**src/rtl/receptor_pkg.sv**
```systemverilog
// Shared types and constants for the serial receiver.
// Optional parity support is selected with the RECEPTOR_PARIDADE_EN macro.
package receptor_pkg;

    // Default number of data bits per frame.
    localparam int unsigned LARGURA_PADRAO = 7;

    // Receiver FSM states; PARIDADE exists only when parity is built in.
    typedef enum logic [1:0] {
        OCIOSO   = 2'd0,
`ifdef RECEPTOR_PARIDADE_EN
        PARIDADE = 2'd2,
`endif
        DADOS    = 2'd1,
        PARADA   = 2'd3
    } estado_t;

endpackage

```
**src/rtl/contador_bits.sv**
```systemverilog
// Data-bit counter for the serial receiver: synchronous clear, count enable and a
// terminal flag raised while the counter sits on the last data bit.
module contador_bits #(
    parameter int unsigned LARGURA = 7
) (
    input  logic clk,
    input  logic reset,
    input  logic limpar,
    input  logic habilitar,
    output logic terminal
);

    localparam int unsigned W = $clog2(LARGURA + 1);

    logic [W-1:0] cnt_q;

    // Count up on enable; saturate at LARGURA so the value never wraps mid-frame.
    always_ff @(posedge clk) begin
        if (reset || limpar) begin
            cnt_q <= '0;
        end else if (habilitar && (cnt_q != W'(LARGURA))) begin
            cnt_q <= cnt_q + 1'b1;
        end
    end

    // The strobe that sees this flag samples the final data bit.
    always_comb begin
        terminal = (cnt_q == W'(LARGURA - 1));
    end

endmodule

```
**src/rtl/receptor_serial7b.sv**
```systemverilog
// Strobed serial receiver: start bit, LARGURA data bits LSB first, optional even
// parity bit (RECEPTOR_PARIDADE_EN), stop bit. Line is sampled only when sinal=1.
module receptor_serial7b
    import receptor_pkg::*;
#(
    parameter int unsigned LARGURA = LARGURA_PADRAO
) (
    input  logic               clk,
    input  logic               reset,
    input  logic               sinal,
    input  logic               entrada_serial,
    output logic [LARGURA-1:0] dados,
    output logic               valido,
    output logic               erro_quadro,
    output logic               ocupado
`ifdef RECEPTOR_PARIDADE_EN
    ,
    output logic               erro_paridade
`endif
);

    estado_t            estado_q, estado_d;
    logic [LARGURA-1:0] shift_q, shift_d;
    logic [LARGURA-1:0] dados_q, dados_d;
    logic               valido_q, valido_d;
    logic               erro_quadro_q, erro_quadro_d;
    logic               cnt_limpar, cnt_hab, cnt_fim;
`ifdef RECEPTOR_PARIDADE_EN
    logic               par_pend_q, par_pend_d;
    logic               erro_par_q, erro_par_d;
`endif

    contador_bits #(
        .LARGURA (LARGURA)
    ) u_contador (
        .clk       (clk),
        .reset     (reset),
        .limpar    (cnt_limpar),
        .habilitar (cnt_hab),
        .terminal  (cnt_fim)
    );

    // State, shift register, output word and one-clock pulse registers.
    always_ff @(posedge clk) begin
        if (reset) begin
            estado_q      <= OCIOSO;
            shift_q       <= '0;
            dados_q       <= '0;
            valido_q      <= 1'b0;
            erro_quadro_q <= 1'b0;
`ifdef RECEPTOR_PARIDADE_EN
            par_pend_q    <= 1'b0;
            erro_par_q    <= 1'b0;
`endif
        end else begin
            estado_q      <= estado_d;
            shift_q       <= shift_d;
            dados_q       <= dados_d;
            valido_q      <= valido_d;
            erro_quadro_q <= erro_quadro_d;
`ifdef RECEPTOR_PARIDADE_EN
            par_pend_q    <= par_pend_d;
            erro_par_q    <= erro_par_d;
`endif
        end
    end

    // Next-state logic; nothing advances unless the bit-time strobe is high.
    always_comb begin
        estado_d      = estado_q;
        shift_d       = shift_q;
        dados_d       = dados_q;
        valido_d      = 1'b0;
        erro_quadro_d = 1'b0;
        cnt_limpar    = 1'b0;
        cnt_hab       = 1'b0;
`ifdef RECEPTOR_PARIDADE_EN
        par_pend_d    = par_pend_q;
        erro_par_d    = 1'b0;
`endif
        if (sinal) begin
            case (estado_q)
                OCIOSO: begin
                    if (!entrada_serial) begin
                        estado_d   = DADOS;
                        cnt_limpar = 1'b1;
`ifdef RECEPTOR_PARIDADE_EN
                        par_pend_d = 1'b0;
`endif
                    end
                end
                DADOS: begin
                    // LSB arrives first, so shift right and enter at the MSB.
                    shift_d = {entrada_serial, shift_q[LARGURA-1:1]};
                    cnt_hab = 1'b1;
                    if (cnt_fim) begin
`ifdef RECEPTOR_PARIDADE_EN
                        estado_d = PARIDADE;
`else
                        estado_d = PARADA;
`endif
                    end
                end
`ifdef RECEPTOR_PARIDADE_EN
                PARIDADE: begin
                    // Even parity: data plus parity bit must XOR to zero.
                    par_pend_d = ^{shift_q, entrada_serial};
                    estado_d   = PARADA;
                end
`endif
                PARADA: begin
                    estado_d = OCIOSO;
                    if (entrada_serial) begin
`ifdef RECEPTOR_PARIDADE_EN
                        if (par_pend_q) begin
                            erro_par_d = 1'b1;
                        end else begin
                            dados_d  = shift_q;
                            valido_d = 1'b1;
                        end
`else
                        dados_d  = shift_q;
                        valido_d = 1'b1;
`endif
                    end else begin
                        erro_quadro_d = 1'b1;
                    end
                end
                default: estado_d = OCIOSO;
            endcase
        end
    end

    // Registered outputs; busy is simply "not idle".
    always_comb begin
        dados         = dados_q;
        valido        = valido_q;
        erro_quadro   = erro_quadro_q;
        ocupado       = (estado_q != OCIOSO);
`ifdef RECEPTOR_PARIDADE_EN
        erro_paridade = erro_par_q;
`endif
    end

endmodule

```
**config.mk**
```make
export PLATFORM = sky130hd
export DESIGN_NAME = receptor_serial7b
export DESIGN_NICKNAME = d
export VERILOG_FILES = /design/src/rtl/receptor_pkg.sv /design/src/rtl/contador_bits.sv /design/src/rtl/receptor_serial7b.sv
export SDC_FILE = /design/constraint.sdc
export NUM_CORES = 1
export LEC_CHECK = 0
export BUFFER_PORTS_ARGS = -buffer_cell sky130_fd_sc_hd__buf_4
export CAP_MARGIN = 10
export CORE_MARGIN = 2
export CORE_UTILIZATION = 40
export DETAILED_ROUTE_END_ITERATION = 7
export PLACE_DENSITY = 0.68
export SYNTH_ARGS = -nofsm -noshare
export SYNTH_HDL_FRONTEND = slang
export SYNTH_SLANG_ARGS = --single-unit
```
**constraint.sdc**
```tcl
create_clock -name clk -period 1.2 [get_ports clk]
set_input_delay 0 -clock clk [delete_from_list [all_inputs] [get_ports clk]]
set_output_delay 0 -clock clk [all_outputs]
set_load 0.005 [all_outputs]
```
# --- Word-level counts from Yosys, hierarchy flattened ---
# Cells that the tools add are included.
word_totals:
  reg_bits: 21
  input_bits: 4
  latch_bits: 0
  ramBits: 0
  mem_bits_ro: 0
  wordCells: 32
  n_memories: 0
classes:
  mul: 0
  n_div: 0
  addsub: 1
  n_bitwise: 2
  reduce_logical: 8
  n_eq_ne: 6
  order_cmp: 0
  mux: 9
  shifts: 0
op_table:
  columns: ["operator", "count"]
  rows:
  - ["1-bit two-way mux", 6]
  - ["3-bit AND reduction", 2]
  - ["2-bit two-way mux", 2]
  - ["2-bit inequality test (second input constant)", 2]
  - ["2-bit case mux with 2 select lines", 1]
  - ["3-bit by 1-bit adder with 3-bit output (second input constant)", 1]
  - ["3-bit == test (second input constant)", 1]
  - ["3-bit inequality test (second input constant)", 1]
  - ["3-bit OR reduction", 1]
  - ["2-bit by 1-bit == test with 1-bit output (second input constant)", 1]
  - ["2-bit == test (second input constant)", 1]
  - ["2-bit logical NOT", 1]
  - ["1-bit NOT", 2]
  - ["2-bit AND reduction", 1]
  - ["2-bit nonzero test", 1]
  - ["1-bit logical AND", 1]
  - ["1-bit logical OR", 1]

# --- Longest topological paths before layout ---
logic_depth:
  word_depth: 4
  ltp_mapped: 5
  depth_no_buf: 5

# --- Modules after synthesis ---
# A second synthesis with hierarchy kept.
unflattened:
  cells_unflattened: 82
  hier_area_um2: 928.4
modules_own_cells:
  columns: ["module", "cells_per_inst", "area_per_inst_um2", "n_inst"]
  rows:
  - ["receptor_serial7b", 67, 757.0, 1]
  - ["contador_bits", 15, 171.4, 1]

# --- Worst setup path after synthesis ---
# No wires, ideal clock.
synth_timing:
  kind: "register -> register"
  from: "reg u_contador.cnt_q[0]"
  to: "reg u_contador.cnt_q[1]"
  path_stages_with_launch: 6
  n_path_buf: 0
  arrival_time_ns: 1.230
  required_time_ns: 1.114
  setup_slack_ns: -0.116
  period_less_slack_ns: 1.316
  path_cell_list: "dfxtp_1 ha_1 ha_1 and4bb_4 nor2_1 a211oi_1"
synth_between:
  elab_chain_cells: 2
synth_rtl:
  columns: ["item", "line_no", "text"]
  rows:
  - ["start, declared", "contador_bits.sv:15", "logic [W-1:0] cnt_q;"]
  - ["start signal, assigned", "contador_bits.sv:22", "cnt_q <= cnt_q + 1'b1;"]
  - ["branches (longest 2 deep; another with 3-bit by 1-bit adder with 3-bit output)", null, null]
# Parallel ways; which one is timed is not known.
# A chain may end at the register's enable or synchronous reset.

# --- Worst setup path in the final report ---
layout_timing:
  from: "reg u_contador.cnt_q[1]"
  to: "reg u_contador.cnt_q[0]"
layout_between:
  elab_chain_cells: 2
layout_rtl:
  columns: ["item", "line_no", "text"]
  rows:
  - ["3-bit inequality test", "contador_bits.sv:21", "end else if (habilitar && (cnt_q != W'(LARGURA))) begin"]
  - ["1-bit logical AND", "contador_bits.sv:21", null]
# Every way passes these cells.

==> qor.json <==
{
  "syn_avg_cell_area": {"value": 9.20, "unit": "µm²"},
  "placedCellCount": {"value": 129},
  "synth_cells": {"value": 88},
  "global_route.overflow_total": {"value": 0},
  "psw": {"value": 268, "unit": "µW"},
  "final_period_minus_worst_setup_slack": {"value": 1260, "unit": "ps"},
  "drive_above_1_share": {"value": 0.275},
  "die-height": {"value": 49.0, "unit": "µm"},
  "remaining_max_slew_budget_at_the_tightest_pin": {"value": 0.778},
  "clock-sinks": {"value": 21},
  "max_stage_delay": {"value": 360, "unit": "ps"},
  "hold_class": {"value": "primary input to register"},
  "crit_path_start_kind": {"value": "register"},
  "filler_cell_count": {"value": 187},
  "antennaDiodeCount": {"value": 0},
  "die_area": {"value": 2400, "unit": "µm²"},
  "comb_power_share": {"value": 0.075},
  "layout_setup_ws": {"value": -63.8, "unit": "ps"},
  "hpwl": {"value": 1010, "unit": "µm"},
  "synth-seq-cells": {"value": 21},
  "timing_worst_slew_pin_value": {"value": 333, "unit": "ps"},
  "endpoint_kind": {"value": "register"},
  "crit_required": {"value": 1410, "unit": "ps"},
  "vdd.ir_drop.worst": {"value": 424, "unit": "µV"},
  "drt-total-wl": {"value": 1450, "unit": "µm"},
  "path_class": {"value": "register to register"},
  "path_buf_inv": {"value": 0},
  "synth_enable_flop_cells": {"value": 0},
  "largest_net_degree_at_the_start_of_global_routing": {"value": 20},
  "violated_checks": {"value": "setup timing"},
  "die_w": {"value": 49.0, "unit": "µm"},
  "area_growth": {"value": 31.2, "unit": "%"},
  "wl_met1": {"value": 678, "unit": "µm"},
  "path_clk_slew": {"value": 120, "unit": "ps"},
  "power_density_normalized_to_cell_area": {"value": 1080, "unit": "nW/µm²"},
  "post_cts_buffers": {"value": 0},
  "timing.final.setup_violations": {"value": 3},
  "clock_latency": {"value": 300, "unit": "ps"},
  "worstPathArrival": {"value": 1470, "unit": "ps"},
  "layoutNonFillerInstCount": {"value": 136},
  "clock_tree.buffer_depth": {"value": 2},
  "drv_cap": {"value": 0},
  "num-nets-final": {"value": 117},
  "synth.cells.most_frequent": {"value": "sky130_fd_sc_hd__dfxtp_1 (21), sky130_fd_sc_hd__nand2_1 (16), sky130_fd_sc_hd__nor2_1 (13), sky130_fd_sc_hd__a21oi_1 (8), sky130_fd_sc_hd__mux2i_1 (7)"},
  "crit_path_top_delay_cell": {"value": "sky130_fd_sc_hd__dfxtp_2"},
  "vias_per_cell": {"value": 4.72},
  "yosys_warnings": {"value": 0},
  "post-layout-total-power": {"value": 1140, "unit": "µW"},
  "part_of_the_total_power_dissipated_in_the_clock_network": {"value": 0.302},
  "synth_most_common_cell": {"value": "sky130_fd_sc_hd__dfxtp_1"},
  "drc": {"value": 0},
  "ys_types": {"value": 22},
  "timing.critical_path.mode_cell": {"value": "sky130_fd_sc_hd__ha_4"},
  "antenna_violating_nets_remaining": {"value": 0},
  "track_usage": {"value": 0.134},
  "h_tree_level_count": {"value": 1},
  "antenna_found_initial": {"value": 0},
  "skew": {"value": 2.81, "unit": "ps"},
  "grt_pass1_wl": {"value": 2500, "unit": "µm"},
  "routed-via-count": {"value": 642},
  "min_period_over_period": {"value": 1.05},
  "detailedRoute.firstIterationViolations": {"value": 12},
  "setup_repair_after_global_routing_missed_its_margin": {"value": "true"},
  "seq_area_frac_synth": {"value": 0.519},
  "cellInternalPower": {"value": 874, "unit": "µW"},
  "ioPinCount": {"value": 14},
  "synth_largest_area_cell": {"value": "sky130_fd_sc_hd__dfxtp_1"},
  "clock-root-buffer": {"value": "sky130_fd_sc_hd__clkbuf_4"},
  "highest_layer": {"value": "met4"},
  "synth-async-reset-ratio": {"value": 0},
  "place.port_buffers": {"value": 13},
  "numCtsBuffers": {"value": 3},
  "synth_top_area_frac": {"value": 0.519},
  "first_global_vias": {"value": 566},
  "design.core.area": {"value": 1940, "unit": "µm²"},
  "placement.setup.worst_slack": {"value": -61.9, "unit": "ps"},
  "cts_tree": {"value": "done"},
  "clock.fmax": {"value": 791, "unit": "MHz"},
  "starting_density_of_the_core": {"value": 0.417},
  "mapped_cell_area": {"value": 810, "unit": "µm²"},
  "p_leak": {"value": 0.000463, "unit": "µW"},
  "wl_met2": {"value": 710, "unit": "µm"},
  "worst_path_dominant_cell_family": {"value": "simple AND/OR/NAND/NOR gates"},
  "post_synth_main_area_contributors": {"value": "sky130_fd_sc_hd__dfxtp_1 (52%), sky130_fd_sc_hd__mux2i_1 (8.7%), sky130_fd_sc_hd__nand2_1 (7.4%)"},
  "timing.critical_path.cells": {"value": "ha_4, ha_4, and4bb_4, xnor2_1, nor2_1"},
  "hold_viol_final": {"value": 0},
  "worstPathMaxFanout": {"value": 4},
  "gp_congestion": {"value": 0.697},
  "syn-num-nets": {"value": 95},
  "synth_flop_cell": {"value": "sky130_fd_sc_hd__dfxtp_1"},
  "placement_rows": {"value": 16},
  "seq_power_share": {"value": 0.623},
  "post_drt_wl_per_cell": {"value": 10.7, "unit": "µm"},
  "first_pass_iters": {"value": 4},
  "netSwitchingFraction": {"value": 0.235},
  "outcome": {"value": "finished with violations"},
  "wl_met3": {"value": 56, "unit": "µm"},
  "timing_max_transition_violations_final": {"value": 0}
}
layout by cell type (no fill, tap or decap), drive strengths merged:
cell and n:
mux2i 7, inv 3, and4bb 1, and4 1, dlygate4sd3 3, xnor2 1, clkbuf 3, a2bb2oi 1
nand3 1, a21oi 8, clkinv 1, nand4 1, buf 18, a21o 1, a211oi 2, nand2 16
ha 3, nor2b 1, dfxtp 21, o21ai 1, nor2 13, nand3b 1, nor3 1
what timing repair did:
| action | in CTS | in global routing |
|---|---|---|
| resized for setup | 0 | 3 |
| endpoints found under the setup margin | 3 | 8 |
| hold endpoints to repair | 18 | 0 |
| pin swaps | 3 | 2 |
| hold buffers | 3 | 0 |
through the flow:
stage,TNS (ps),hold slack (ps),utilization,area [µm²]
after CTS,-177,414,0.543,1050
after floorplan,-4.61,77.6,-,837
after global routing,-285,436,0.547,1060
after global placement,-15.1,207,0.514,997
after detailed placement,-103,210,0.514,997
final,-128,434,0.547,1060
tightest hold or removal path: stages:
cell and delay (ps):
sky130_fd_sc_hd__dlygate4sd3_1 530, sky130_fd_sc_hd__buf_4 130, sky130_fd_sc_hd__nor3_1 50
cell type report:
type                            count  area [µm²]  share of cell area
Sequential cell                    21         425               0.400
Multi-Input combinational cell     60         387               0.364
Timing Repair Buffer               21         178               0.167
Tap cell                           27        33.8              0.0318
Clock buffer                        3        22.5              0.0212
Inverter                            3        11.3              0.0106
Clock inverter                      1        5.00             0.00471
worst paths after layout:
path | startpoint | end | slack (ps) | cells past startpoint
setup / recovery | u_contador.cnt_q[1] | u_contador.cnt_q[0] | -60 | 5
hold / removal | entrada_serial | erro_quadro | 430 | 3
setup reg to reg | u_contador.cnt_q[1] | u_contador.cnt_q[0] | -60 | 5
hold reg to reg | dados[4] | dados[4] | 460 | 2
power groups by stage:
stage	Clock, µW	Combinational [µW]	Sequential [µW]
after floorplan	0	41.7	727
after global placement	0	74.1	726
after detailed placement	0	75.9	727
after CTS	370	83.5	711
after global routing	386	94.2	713
final	345	85.5	711
routing by layer:
layer,global-route usage,vias up
li1,-,335
met1,0.168,288
met2,0.217,17
met3,0.0276,2
met4,0.0714,0
met5,0,-
kinds of logic after synthesis:
family,synth area share
AND/OR/NAND/NOR,0.202
flip-flops,0.519
AO/OA/AOI/OAI,0.0943
buffers and inverters,0.0402
multiplexers,0.0866
XOR/XNOR,0.0108
adder cells (fa/ha/maj),0.0464
state kept, by name (all words and copies together) (netlist names):
name,count
dados,7
erro_quadro,1
estado_q,2
shift_q,7
u_contador.cnt_q,3
valido,1
No activity file was read; power rests on OpenSTA's default activity.
